### src/rtl/exe_hazard_ctrl.sv
// EXE-stage hazard controller: shadow scoreboard, forwarding selects, stalls, flush.
// Optional: FORWARDING_EN enables operand forwarding; otherwise producers stall consumers.
module exe_hazard_ctrl #(
  parameter int REG_W = 4,
  parameter int CNT_W = 16
) (
  input  logic             clk,
  input  logic             rst,
  input  logic             id_valid,
  input  logic [REG_W-1:0] id_src1,
  input  logic [REG_W-1:0] id_src2,
  input  logic             id_use_src2,
  input  logic             id_wb_en,
  input  logic             id_mem_r_en,
  input  logic [REG_W-1:0] id_dest,
  input  logic             branch_taken,
  input  logic             mem_busy,
  output logic [1:0]       sel_src1,
  output logic [1:0]       sel_src2,
  output logic             hazard,
  output logic             id_bubble,
  output logic             flush,
  output logic             pipe_freeze,
  output logic [CNT_W-1:0] stall_cnt
);

  typedef struct packed {
    logic             valid;
    logic             wb_en;
    logic             mem_r_en;
    logic [REG_W-1:0] dest;
  } shadow_t;

  typedef enum logic [1:0] {
    RUN,
    LU_STALL,
    MEM_WAIT
  } state_t;

  // The WB occupant is never consulted (written early in WB), so only EXE/MEM are kept.
  shadow_t exe_q, mem_q, id_ent;
  state_t  state, prior;

  logic m1_exe, m1_mem, m2_exe, m2_mem;
  logic stall_src, accept;
  logic [1:0] nxt_sel1, nxt_sel2;
  logic unused;

  assign m1_exe = exe_q.valid & exe_q.wb_en & (exe_q.dest == id_src1);
  assign m1_mem = mem_q.valid & mem_q.wb_en & (mem_q.dest == id_src1);
  assign m2_exe = id_use_src2 & exe_q.valid & exe_q.wb_en &
                  (exe_q.dest == id_src2);
  assign m2_mem = id_use_src2 & mem_q.valid & mem_q.wb_en &
                  (mem_q.dest == id_src2);

`ifdef FORWARDING_EN
  assign stall_src = (m1_exe | m2_exe) & exe_q.mem_r_en;

  always_comb begin
    nxt_sel1 = 2'b00;
    nxt_sel2 = 2'b00;
    if (m1_exe & !exe_q.mem_r_en) nxt_sel1 = 2'b01;
    else if (m1_mem)              nxt_sel1 = 2'b10;
    if (m2_exe & !exe_q.mem_r_en) nxt_sel2 = 2'b01;
    else if (m2_mem)              nxt_sel2 = 2'b10;
  end
`else
  assign stall_src = m1_exe | m2_exe | m1_mem | m2_mem;
  assign nxt_sel1  = 2'b00;
  assign nxt_sel2  = 2'b00;
`endif

  assign unused      = exe_q.mem_r_en ^ mem_q.mem_r_en;
  assign pipe_freeze = mem_busy;
  assign flush       = branch_taken & !mem_busy;
  assign hazard      = id_valid & stall_src & !flush & !mem_busy;
  assign id_bubble   = hazard | flush;
  assign accept      = id_valid & !hazard & !flush;

  always_comb begin
    id_ent          = '0;
    id_ent.valid    = 1'b1;
    id_ent.wb_en    = id_wb_en;
    id_ent.mem_r_en = id_mem_r_en;
    id_ent.dest     = id_dest;
  end

  always_ff @(posedge clk) begin
    if (rst) begin
      exe_q    <= '0;
      mem_q    <= '0;
      sel_src1 <= 2'b00;
      sel_src2 <= 2'b00;
    end else if (!mem_busy) begin
      mem_q    <= exe_q;
      exe_q    <= accept ? id_ent : '0;
      sel_src1 <= accept ? nxt_sel1 : 2'b00;
      sel_src2 <= accept ? nxt_sel2 : 2'b00;
    end
  end

  always_ff @(posedge clk) begin
    if (rst) begin
      stall_cnt <= '0;
    end else if ((hazard | mem_busy) && !(&stall_cnt)) begin
      stall_cnt <= stall_cnt + 1'b1;
    end
  end

  always_ff @(posedge clk) begin
    if (rst) begin
      state <= RUN;
      prior <= RUN;
    end else if (mem_busy) begin
      if (state != MEM_WAIT) begin
        prior <= state;
        state <= MEM_WAIT;
      end
    end else begin
      case (state)
        RUN:      if (hazard) state <= LU_STALL;
        LU_STALL: state <= RUN;
        MEM_WAIT: state <= prior;
        default:  state <= RUN;
      endcase
    end
  end

endmodule

### config.mk
export PLATFORM = sky130hd
export DESIGN_NAME = exe_hazard_ctrl
export DESIGN_NICKNAME = d
export VERILOG_FILES = /design/src/rtl/exe_hazard_ctrl.sv
export SDC_FILE = /design/constraint.sdc
export NUM_CORES = 1
export LEC_CHECK = 0
export ABC_AREA = 1
export BUFFER_PORTS_ARGS = -buffer_cell sky130_fd_sc_hd__buf_2
export CAP_MARGIN = 10
export CORE_ASPECT_RATIO = 0.75
export CORE_MARGIN = 3
export CORE_UTILIZATION = 45
export CTS_CLUSTER_SIZE = 12
export DETAILED_ROUTE_END_ITERATION = 10
export PLACE_DENSITY = 0.69
export SLEW_MARGIN = 0
export SYNTH_ARGS = -nofsm -noshare
export SYNTH_HDL_FRONTEND = slang
export SYNTH_SLANG_ARGS = --single-unit
### constraint.sdc
create_clock -name clk -period 1.8 [get_ports clk]
set_clock_uncertainty 0.05 [all_clocks]
set_input_delay 0.27 -clock clk [delete_from_list [all_inputs] [get_ports clk]]
set_output_delay 0.27 -clock clk [all_outputs]
set_load 0.01 [all_outputs]
**Yosys cells after proc, flatten, opt, wreduce, memory -nomap -nowiden**

Cells that the tools add are included.

- Bits in registers: 28
- Bits of input ports: 20
- Output and inout port bits: 24
- Word-level logic and storage cells: 40

- Add/sub/neg operators: 1
- Equality and inequality tests: 4
- Muxes and demuxes: 1
- Bitwise gates (word level): 21
- Reductions and logical operators: 6

Operators with widths:

| cell | number |
|---|---|
| $add A16 B1 Y16 const B | 1 |
| $and A1 B1 Y1 | 16 |
| $eq A4 B4 Y1 | 4 |
| $reduce_and A16 Y1 | 1 |
| $mux W7 | 1 |
| $or A1 B1 Y1 | 5 |
| $logic_not A1 Y1 | 4 |
| $logic_and A1 B1 Y1 | 1 |

**Logic depth before layout (Yosys ltp)**

Gate-level depths: netlist of the first run.

- Depth after elaboration: 13
- Gate-level depth with buffers: 14
- Gate-level depth less buffers: 14

**Worst setup path before layout of the first run**

No wires, ideal clock.

- Path type: register to register
- From: register stall_cnt[4]
- To: register stall_cnt[10]
- Setup time: 0.139 ns
- Data arrival time: 1.451 ns
- Data required time: 1.611 ns
- Slack: 0.160 ns
- Stages on the path, launching flop included: 9
- Path buffers: 1
- Clock period less this slack: 1.640 ns
- Cell sequence: dfxtp_1 inv_2 nor3_2 nand2_2 nor4_4 nand2_2 buf_2 nand3_1 a21oi_2

- Word-level cells in the longest chain between the ends: 3
- Elaborated cells between the ends (all ways): 4
- Classes of those cells: 1 x add/sub; 3 x reduce/logical

Ends and longest elaborated chain:

| item | RTL line | text |
|---|---|---|
| start, declared | 24 | `output logic [CNT_W-1:0] stall_cnt` |
| start signal, assigned | 106 | `stall_cnt <= stall_cnt + 1'b1;` |
| parallel branches: the longest is 3 deep, another holds $add A16 B1 Y16 | -- |  |

Several ways; the timed one is not identified.
A chain may end at the register's enable or synchronous reset.

**Worst setup path in the final report of the first run**

- From: register mem_q[2] in the netlist's numbering
- To: output id_bubble

- Word-level cells in the longest chain between the ends: 8
- Elaborated cells between the ends (all ways): 10
- Classes of those cells: 2 x eq/ne; 8 x bitwise

Ends and longest elaborated chain:

| item | RTL line | text |
|---|---|---|
| start, declared | 41 | `shadow_t exe_q, mem_q, id_ent;` |
| start signal, assigned | 95 | `mem_q <= exe_q;` |
| $eq A4 B4 Y1 | 50 | `assign m1_mem = mem_q.valid & mem_q.wb_en & (mem_q.dest == id_src1);` |
| $and A1 B1 Y1 | 50 |  |
| $or A1 B1 Y1 | 68 | `assign stall_src = m1_exe \| m2_exe \| m1_mem \| m2_mem;` |
| $or A1 B1 Y1 (*) | 68 |  |
| $and A1 B1 Y1 (*) (3 in series) | 76 | `assign hazard = id_valid & stall_src & !flush & !mem_busy;` |
| $or A1 B1 Y1 (*) | 77 | `assign id_bubble = hazard \| flush;` |
| end, declared | 21 | `output logic id_bubble,` |

Mark *: on every way between the ends. The rest lies on a longest branch, timed or not.

==> impl_metrics.env, run 1 <==
export IMPL_numCtsBuffers=3
export IMPL_min_delay_path_depth=3
export IMPL_min_path_type="in2reg"
export IMPL_antenna_found_initial=0
export IMPL_clk_pin_slew_worst_paths_ps=90
export IMPL_cp_arrival_ps=1470
export IMPL_p_per_area_nw_per_um2=595
export IMPL_dp_slack_ps=122
export IMPL_insertion_delay_ps=280
export IMPL_cts_root_buf="clkbuf_8"
export IMPL_grt_overflow_total=0
export IMPL_power_uw=1320
export IMPL_layout_nets=336
export IMPL_drc=0
export IMPL_wl_per_cell_um=11.8
export IMPL_die_area_sq_um=4740
export IMPL_cts_max_level=1
export IMPL_max_clock_path_buffers=2
export IMPL_hold_viol_final=0
export IMPL_areaGrowthSynthToFinish_pct=25.4
export IMPL_setup_viol=0
export IMPL_fin_crit_sh=0.994
export IMPL_vias=1775
export IMPL_drt_total_wl_um=4320
export IMPL_period_minus_slack_ps=1790
export IMPL_ir_worst_vdd_uv=522
export IMPL_place_detailed_hpwl_um=3200
export IMPL_wl_met1_um=2300
export IMPL_netlist_area_sq_um=1770
export IMPL_cp_start_kind="register"
export IMPL_cts_num_sinks=28
export IMPL_start_util=0.475
export IMPL_met2_length_um=1740
export IMPL_drt_pass1_iter_count=4
export IMPL_routed_via_density=4.85
export IMPL_status="finished clean"
export IMPL_p_leak_uw=0.00104
export IMPL_synth_avg_cell_area_sq_um=6.67
export IMPL_critPathKind="reg2out"
export IMPL_rsz0062_at_grt="true"
export IMPL_detail_route_antenna_nets=0
export IMPL_die_w_um=78.5
export IMPL_port_buffers=38
export IMPL_rows=19
export IMPL_cp_end_kind="output port"
export IMPL_fin_ws_ps=11.2
export IMPL_wl_met3_um=245
export IMPL_cts_hold_buf=0
export IMPL_place_gp_congestion=0.855
export IMPL_ys_warnings_count=0
export IMPL_io_pins=44
export IMPL_drtIter0Drc=141
export IMPL_drive_above_1_share=0.315
export IMPL_slew_violations=0
export IMPL_grt_total_usage=0.182
export IMPL_core_area_sq_um=3730
export IMPL_worstPathRequired_ps=1480
export IMPL_grt_pass1_vias=1454
export IMPL_critPathMaxFanout=4
export IMPL_fmax_mhz=559
export IMPL_die_h_um=60.4
export IMPL_grt_pass1_wl_um=6900
export IMPL_r2r_setup_slack_ps=120
export IMPL_yosysUniqueCellTypes=27
export IMPL_synthCells=266
export IMPL_ys_seq_area_frac=0.316
export IMPL_r2r_cells=8
export IMPL_top_layer="met4"
export IMPL_cts_tree="done"
export IMPL_yosys_register_bits=28
export IMPL_grt_max_degree=19
export IMPL_max_cap_viol_count=0
export IMPL_antenna_cells=0
export IMPL_fill_cells=351
-- final timing paths --
check,startpoint,end
setup / recovery,mem_q[2],id_bubble
hold / removal,id_dest[3],exe_q[3]
setup reg to reg,stall_cnt[5],stall_cnt[11]
hold reg to reg,exe_q[6],exe_q[6]
-- logic make-up after synthesis --
group	share of synthesized area
buf+inv	0.118
flops	0.316
simple gates	0.353
xor+xnor	0.0839
other cells	0.00211
compound gates	0.120
fa+ha+maj	0.00705
-- cell type report --
| class | instances | area (sq um) | area share |
|---|---|---|---|
| multi-input combinational | 195 | 1080 | 0.484 |
| sequential | 28 | 577 | 0.259 |
| clock buffer | 3 | 41.3 | 0.0186 |
| clock inverter | 1 | 30.0 | 0.0135 |
| tap | 52 | 65.1 | 0.0292 |
| inverter | 34 | 128 | 0.0574 |
| timing repair buffer | 53 | 307 | 0.138 |
-- report_power, final --
group / internal, uW / total (uW) / switching (uW)
combinational: 72.3 / 181 / 109
clock: 298 / 493 / 195
sequential: 635 / 650 / 15.1
total: 1010 / 1320 / 319
-- worst max-delay path, cell delays in order, from the launching register on --
cell and delay [ps]:
dfxtp_2 350, xor2_1 170, nor2_2 140, nand2_1 60, nand2_1 70, nand2_1 50, nand2_1 60, nand2_2 70
a21oi_2 110, buf_2 130
-- Yosys cell counts (all sizes together) --
library cell,instances,area share
a21oi,26,0.094
buf,9,0.037
clkbuf,4,0.0085
conb,1,0.0021
dfxtp,28,0.32
ha,1,0.0071
inv,34,0.072
nand2,71,0.16
nand3,25,0.071
nand3b,2,0.0085
nand4,6,0.021
nor2,24,0.052
nor3,7,0.023
nor4,2,0.016
o21ai,9,0.025
xnor2,3,0.015
xor2,14,0.069
-- flip-flops by register name (all words and copies together), names as in the netlist --
name	flops
stall_cnt	16
exe_q	6
mem_q	6
-- per-stage QoR --
stage	hold slack, ps	area (sq um)	util	setup TNS, ps	cells
after CTS	209	2140	0.574	-6.97	363
after global placement	415	2050	0.549	0	358
after detailed placement	425	2050	0.549	0	358
after global routing	210	2220	0.596	-749	366
final	209	2220	0.596	0	366
after floorplan	289	1790	-	0	269
-- what timing repair did --
action	4_1_cts	5_1_grt
resized for setup	7	17
setup endpoints to repair	2	18
setup buffers	1	2
gates cloned	0	1
pin swaps	1	2
-- routing by layer --
layer	vias to the layer above	global-route usage
met5	-	0
met4	0	0.0399
met3	5	0.0356
met2	43	0.242
met1	792	0.295
li1	935	-
-- layout by cell type (no fill, tap or decap), types with 3 or more instances in the layout --
cell,synthesis,routed
nand2_1,66,65
buf_2,2,38
inv_1,31,31
nand3_1,25,24
nor2_1,23,21
dfxtp_1,28,17
xor2_1,14,14
a21oi_2,10,14
buf_4,6,14
a21oi_1,16,12
dfxtp_2,0,10
o21ai_0,8,8
nand4_1,6,6
nor3_1,6,5
nand2_2,3,4
conb_1,1,4
nor2_2,1,3
inv_2,3,3
xnor2_1,3,3
clkbuf_8,0,3
Power figures use the tool's default switching activity.
==> inputs of run 2 (changes only) <==
--- a/config.mk
+++ b/config.mk
@@ -9,7 +9,6 @@
 export BUFFER_PORTS_ARGS = -buffer_cell sky130_fd_sc_hd__buf_2
 export CAP_MARGIN = 10
 export CORE_ASPECT_RATIO = 0.75
-export CORE_MARGIN = 3
 export CORE_UTILIZATION = 45
 export CTS_CLUSTER_SIZE = 12
 export DETAILED_ROUTE_END_ITERATION = 10
==> constraint.sdc (replaced) <==
create_clock -name clk -period 1.9 [get_ports clk]
set_clock_uncertainty 0.05 [all_clocks]
set_input_delay 0.285 -clock clk [delete_from_list [all_inputs] [get_ports clk]]
set_output_delay 0.285 -clock clk [all_outputs]
set_load 0.01 [all_outputs]
==> run 2 against run 1 <==
  * Final area is 1.9% lower
  * Non-clock buffer count is 1 lower
  * Power is 5.4% lower
  * Core utilization is 0.73 points lower
  * Sequential cell count stayed put
  * Die area is 11% lower
  * First-iteration DRC count is 15% lower
  * Critical path type unchanged
  * Largest cell class unchanged
==> impl_metrics.env, run 2 (synthesized netlist as in run 1, its figures left out) <==
export IMPL_status="finished clean"
export IMPL_vias=1764
export IMPL_cts_tree="done"
export IMPL_wl_per_cell_um=11.7
export IMPL_detail_route_antenna_nets=0
export IMPL_drive_above_1_share=0.288
export IMPL_layout_nets=334
export IMPL_power_share_clock=0.378
export IMPL_final_core_util=0.589
export IMPL_fin_crit_sh=0.972
export IMPL_cts_max_level=1
export IMPL_rsz0062_at_grt="true"
export IMPL_regMostFlops="stall_cnt"
export IMPL_cp_start_kind="register"
export IMPL_io_pins=44
export IMPL_routed_via_density=4.85
export IMPL_place_detailed_hpwl_um=3160
export IMPL_hold_viol_final=0
export IMPL_numCtsBuffers=3
export IMPL_max_clock_path_buffers=2
export IMPL_fin_ws_ps=52.6
export IMPL_drc=0
export IMPL_worstPathCellList="inv_1 -> nand2_1 -> nand2_1 -> nor2_1 -> nand2_1 -> nand2_1 -> nand2_1 -> nand2_1 -> nand2_2 -> a21oi_2 -> buf_2"
export IMPL_pwr_share_comb=0.134
export IMPL_power_uw=1250
export IMPL_drt_total_wl_um=4250
export IMPL_worstPathRequired_ps=1560
export IMPL_drt_pass1_iter_count=4
export IMPL_cts_root_buf="clkbuf_8"
export IMPL_grt_total_usage=0.218
export IMPL_port_buffers=38
export IMPL_clk_pin_slew_worst_paths_ps=100
export IMPL_min_path_type="in2reg"
export IMPL_period_minus_slack_ps=1850
export IMPL_critical_path_slowest_cell="dfxtp_1"
export IMPL_cpMostUsedCell="nand2_1"
export IMPL_dp_slack_ps=164
export IMPL_rows=19
export IMPL_fmax_mhz=541
export IMPL_max_stage_delay_ps=360
export IMPL_slew_violations=0
export IMPL_reg_top3="stall_cnt x16, exe_q x6, mem_q x6"
export IMPL_p_leak_uw=0.00103
export IMPL_critPathMaxFanout=4
export IMPL_cp_end_kind="output port"
export IMPL_worst_path_buf_inv=2
export IMPL_largest_reg_flops=16
export IMPL_die_w_um=74.5
export IMPL_antenna_found_initial=0
export IMPL_grt_max_degree=18
export IMPL_grt_use_met1=0.336
export IMPL_busiest_layer="met1"
export IMPL_grtUsageMet2=0.318
export IMPL_grt_pass1_wl_um=7090
export IMPL_die_h_um=56.4
export IMPL_power_frac_seq=0.488
export IMPL_cp_arrival_ps=1510
export IMPL_critPathKind="reg2out"
export IMPL_cts_num_sinks=28
export IMPL_final_common_cell="nand2_1"
export IMPL_p_sw_frac=0.245
export IMPL_final_cell_mix="nand2_1 (66), buf_2 (38), inv_1 (29), nand3_1 (25)"
export IMPL_setup_viol=0
export IMPL_areaGrowthSynthToFinish_pct=23.1
export IMPL_grt_pass1_vias=1569
export IMPL_switchingPower_uw=307
export IMPL_gr_usage_met3=0.0431
export IMPL_insertion_delay_ps=280
export IMPL_ir_worst_vdd_uv=469
export IMPL_grt_overflow_total=0
export IMPL_start_util=0.478
export IMPL_antenna_cells=0
export IMPL_critPathTopFamily="simple AND/OR/NAND/NOR gates"
export IMPL_max_cap_viol_count=0
export IMPL_p_per_area_nw_per_um2=574
export IMPL_place_gp_congestion=0.861
export IMPL_cts_hold_buf=0
export IMPL_p_int_uw=946
export IMPL_drtIter0Drc=120
export IMPL_core_area_sq_um=3710
export IMPL_die_area_sq_um=4200
==> run 2: changes by cell type in the layout (fill, tap and decap cells not counted), sizes merged <==
cell / before / now
buf: 53 / 52
nand2: 72 / 71
==> run 2: worst paths after layout <==
kind	cells after the start	slack (ps)	start	end
max	11	50	mem_q[3]	id_bubble
min	3	220	id_dest[3]	exe_q[3]
max reg2reg	14	180	mem_q[3]	stall_cnt[14]
min reg2reg	2	440	mem_q[6]	mem_q[6]
==> run 2: per-layer routing <==
metal,routed length (um),vias to the layer above
met1,2180,774
met4,14,0
li1,-,929
met3,242,2
met2,1810,59
met5,0,-
==> run 2: worst reg2reg max path: cells and delay by family (launching register included) <==
family | cells | cell delay, ps
DFF | 1 | 360
AOI/OAI and AO/OA | 1 | 50
and+or+nand+nor | 11 | 890
buffers and inverters | 2 | 240
==> run 2: cell type report <==
class	count	area (sq um)
sequential	28	577
timing repair buffer	52	295
multi-input combinational	194	1050
clock inverter	1	30.0
inverter	34	128
clock buffer	3	41.3
fill	376	1530
tap	52	65.1
==> run 2: stage by stage <==
stage               instance area (sq um)  hold slack (ps)  cells  TNS (ps)
floorplan                            1790              304    269         0
global placement                     2060              415    359         0
detailed placement                   2060              422    359         0
CTS                                  2130              219    363         0
global route                         2180              207    364      -132
finish                               2180              222    364         0
==> run 2: repair_timing <==
| item | CTS | global route |
|---|---|---|
| setup buffers | 0 | 1 |
| endpoints found under the setup margin | 2 | 13 |
| pin swaps | 0 | 3 |
| gates resized for setup | 2 | 16 |
==> run 2: power groups by stage <==
stage | Clock [uW] | Combinational (uW) | Sequential (uW)
6_report | 473 | 169 | 611
5_1_grt | 514 | 189 | 614
4_1_cts | 486 | 162 | 613
3_5_place_dp | 0 | 161 | 627
3_3_place_gp | 0 | 159 | 626
2_1_floorplan | 0 | 107 | 628
==> inputs of run 3 (changes only) <==
==> constraint.sdc (replaced) <==
create_clock -name clk -period 1.9 [get_ports clk]
set_clock_uncertainty 0.05 [all_clocks]
set_input_delay 0.095 -clock clk [delete_from_list [all_inputs] [get_ports clk]]
set_output_delay 0.095 -clock clk [all_outputs]
set_load 0.01 [all_outputs]
==> run 3 against run 2 <==
  * Register-to-register slack about the same
  * Final area down 0.74%
  * Critical path depth grew 1
  * First-iteration DRC count up 5.0%
  * Worst hold slack got worse by 190 ps
  * Critical endpoint unchanged
  * Worst setup slack better by 59 ps
==> impl_metrics.env, run 3 (synthesized netlist as in run 1, its figures left out) <==
export IMPL_hold_viol_final=0
export IMPL_die_w_um=74.5
export IMPL_grt_overflow_total=0
export IMPL_r2r_start="stall_cnt[5]"
export IMPL_status="finished clean"
export IMPL_fin_crit_sh=0.941
export IMPL_dp_slack_ps=206
export IMPL_place_detailed_hpwl_um=3110
export IMPL_fin_ws_ps=112
export IMPL_fmax_mhz=559
export IMPL_wl_per_cell_um=11.4
export IMPL_cp_arrival_ps=1640
export IMPL_drt_pass1_iter_count=4
export IMPL_die_h_um=56.4
export IMPL_gr_usage_met3=0.0431
export IMPL_grt_pass1_wl_um=7070
export IMPL_insertion_delay_ps=280
export IMPL_ir_worst_vdd_uv=499
export IMPL_critPathMaxFanout=6
export IMPL_layout_nets=335
export IMPL_final_core_util=0.584
export IMPL_cp_end_kind="output port"
export IMPL_setup_tns_ps=0
export IMPL_antenna_cells=0
export IMPL_port_buffers=38
export IMPL_numCtsBuffers=3
export IMPL_vias=1752
export IMPL_power_uw=1250
export IMPL_drive_above_1_share=0.288
export IMPL_cts_tree="done"
export IMPL_min_path_type="in2reg"
export IMPL_slew_violations=0
export IMPL_final_common_cell="nand2_1"
export IMPL_cp_start_kind="register"
export IMPL_grt_total_usage=0.215
export IMPL_grtUsageMet2=0.301
export IMPL_grt_max_degree=20
export IMPL_p_leak_uw=0.00103
export IMPL_final_cell_mix="nand2_1 (66), buf_2 (38), inv_1 (30), nand3_1 (25)"
export IMPL_areaGrowthSynthToFinish_pct=22.1
export IMPL_rows=19
export IMPL_start_util=0.478
export IMPL_reg_top3="stall_cnt x16, exe_q x6, mem_q x6"
export IMPL_die_area_sq_um=4200
export IMPL_grt_use_met1=0.343
export IMPL_critPathKind="reg2out"
export IMPL_drt_total_wl_um=4150
export IMPL_max_cap_viol_count=0
export IMPL_drc=0
export IMPL_clk_pin_slew_worst_paths_ps=100
export IMPL_busiest_layer="met1"
export IMPL_worstPathRequired_ps=1750
export IMPL_drtIter0Drc=126
export IMPL_cts_max_level=1
export IMPL_startpoint="exe_q[0]"
export IMPL_period_minus_slack_ps=1790
export IMPL_min_from="id_dest[2]"
export IMPL_cts_num_sinks=28
export IMPL_cts_hold_buf=0
export IMPL_cts_root_buf="clkbuf_8"
export IMPL_max_clock_path_buffers=2
export IMPL_grt_pass1_vias=1572
export IMPL_core_area_sq_um=3710
export IMPL_place_gp_congestion=0.888
export IMPL_place_inst=359
export IMPL_fin_cells=365
export IMPL_setup_viol=0
export IMPL_largest_reg_flops=16
export IMPL_detail_route_antenna_nets=0
export IMPL_p_per_area_nw_per_um2=576
export IMPL_regMostFlops="stall_cnt"
export IMPL_io_pins=44
export IMPL_antenna_found_initial=0
export IMPL_routed_via_density=4.80
## run 3: cell types whose count changed in the layout (fill, tap and decap cells not counted), moves of 2 or more
cell | before | now
dfxtp_2 | 4 | 7
nand2_8 | 2 | 0
nand2_4 | 0 | 2
dfxtp_4 | 3 | 1
## run 3: final cells by class
type                            count  area, sq um
Clock buffer                        3         41.3
Clock inverter                      1         30.0
Fill cell                         369         1540
Inverter                           34          128
Multi-Input combinational cell    194         1020
Sequential cell                    28          573
Tap cell                           52         65.1
Timing Repair Buffer               53          307
## run 3: worst paths after layout
check                 endpoint  slack (ps)  cells past startpoint
setup reg to reg  stall_cnt[5]         180                      8
hold reg to reg       mem_q[1]         440                      2
setup / recovery     id_bubble         110                     12
hold / removal        exe_q[2]          30                      3
## run 3: per-stage QoR
step,hold WS [ps],cell area [sq um]
after floorplan,114,1790
after global placement,333,2060
after detailed placement,339,2060
after CTS,35.8,2130
after global routing,31.4,2170
final,31.8,2170
## run 3: routing by layer
metal  up-vias  routed length [um]
met5         -                   0
met4         0                  36
met3         4                 224
met2        54                1660
met1       761                2230
li1        933                   -
## run 3: what timing repair did
item,CTS,global route
buffers inserted,0,2
resized for setup,0,14
endpoints found under the setup margin,0,2
## run 3: report_power, final
group | switching [uW] | total (uW) | leakage, uW | internal, uW
clock | 190 | 472 | 0.0000357 | 282
combinational | 102 | 163 | 0.000762 | 61.0
sequential | 11.7 | 614 | 0.000231 | 602
total | 303 | 1250 | 0.00103 | 945
## run 3: worst max-delay path, stage by stage, from the launching register on
cell and delay (ps):
dfxtp_2 370, inv_2 40, nand2_1 50, nand3_1 80, nor2_1 110, nand2_1 60
nand2_1 70, nand2_1 60, nand2_1 80, nand2_2 70, buf_6 130, a21oi_1 110
buf_2 140
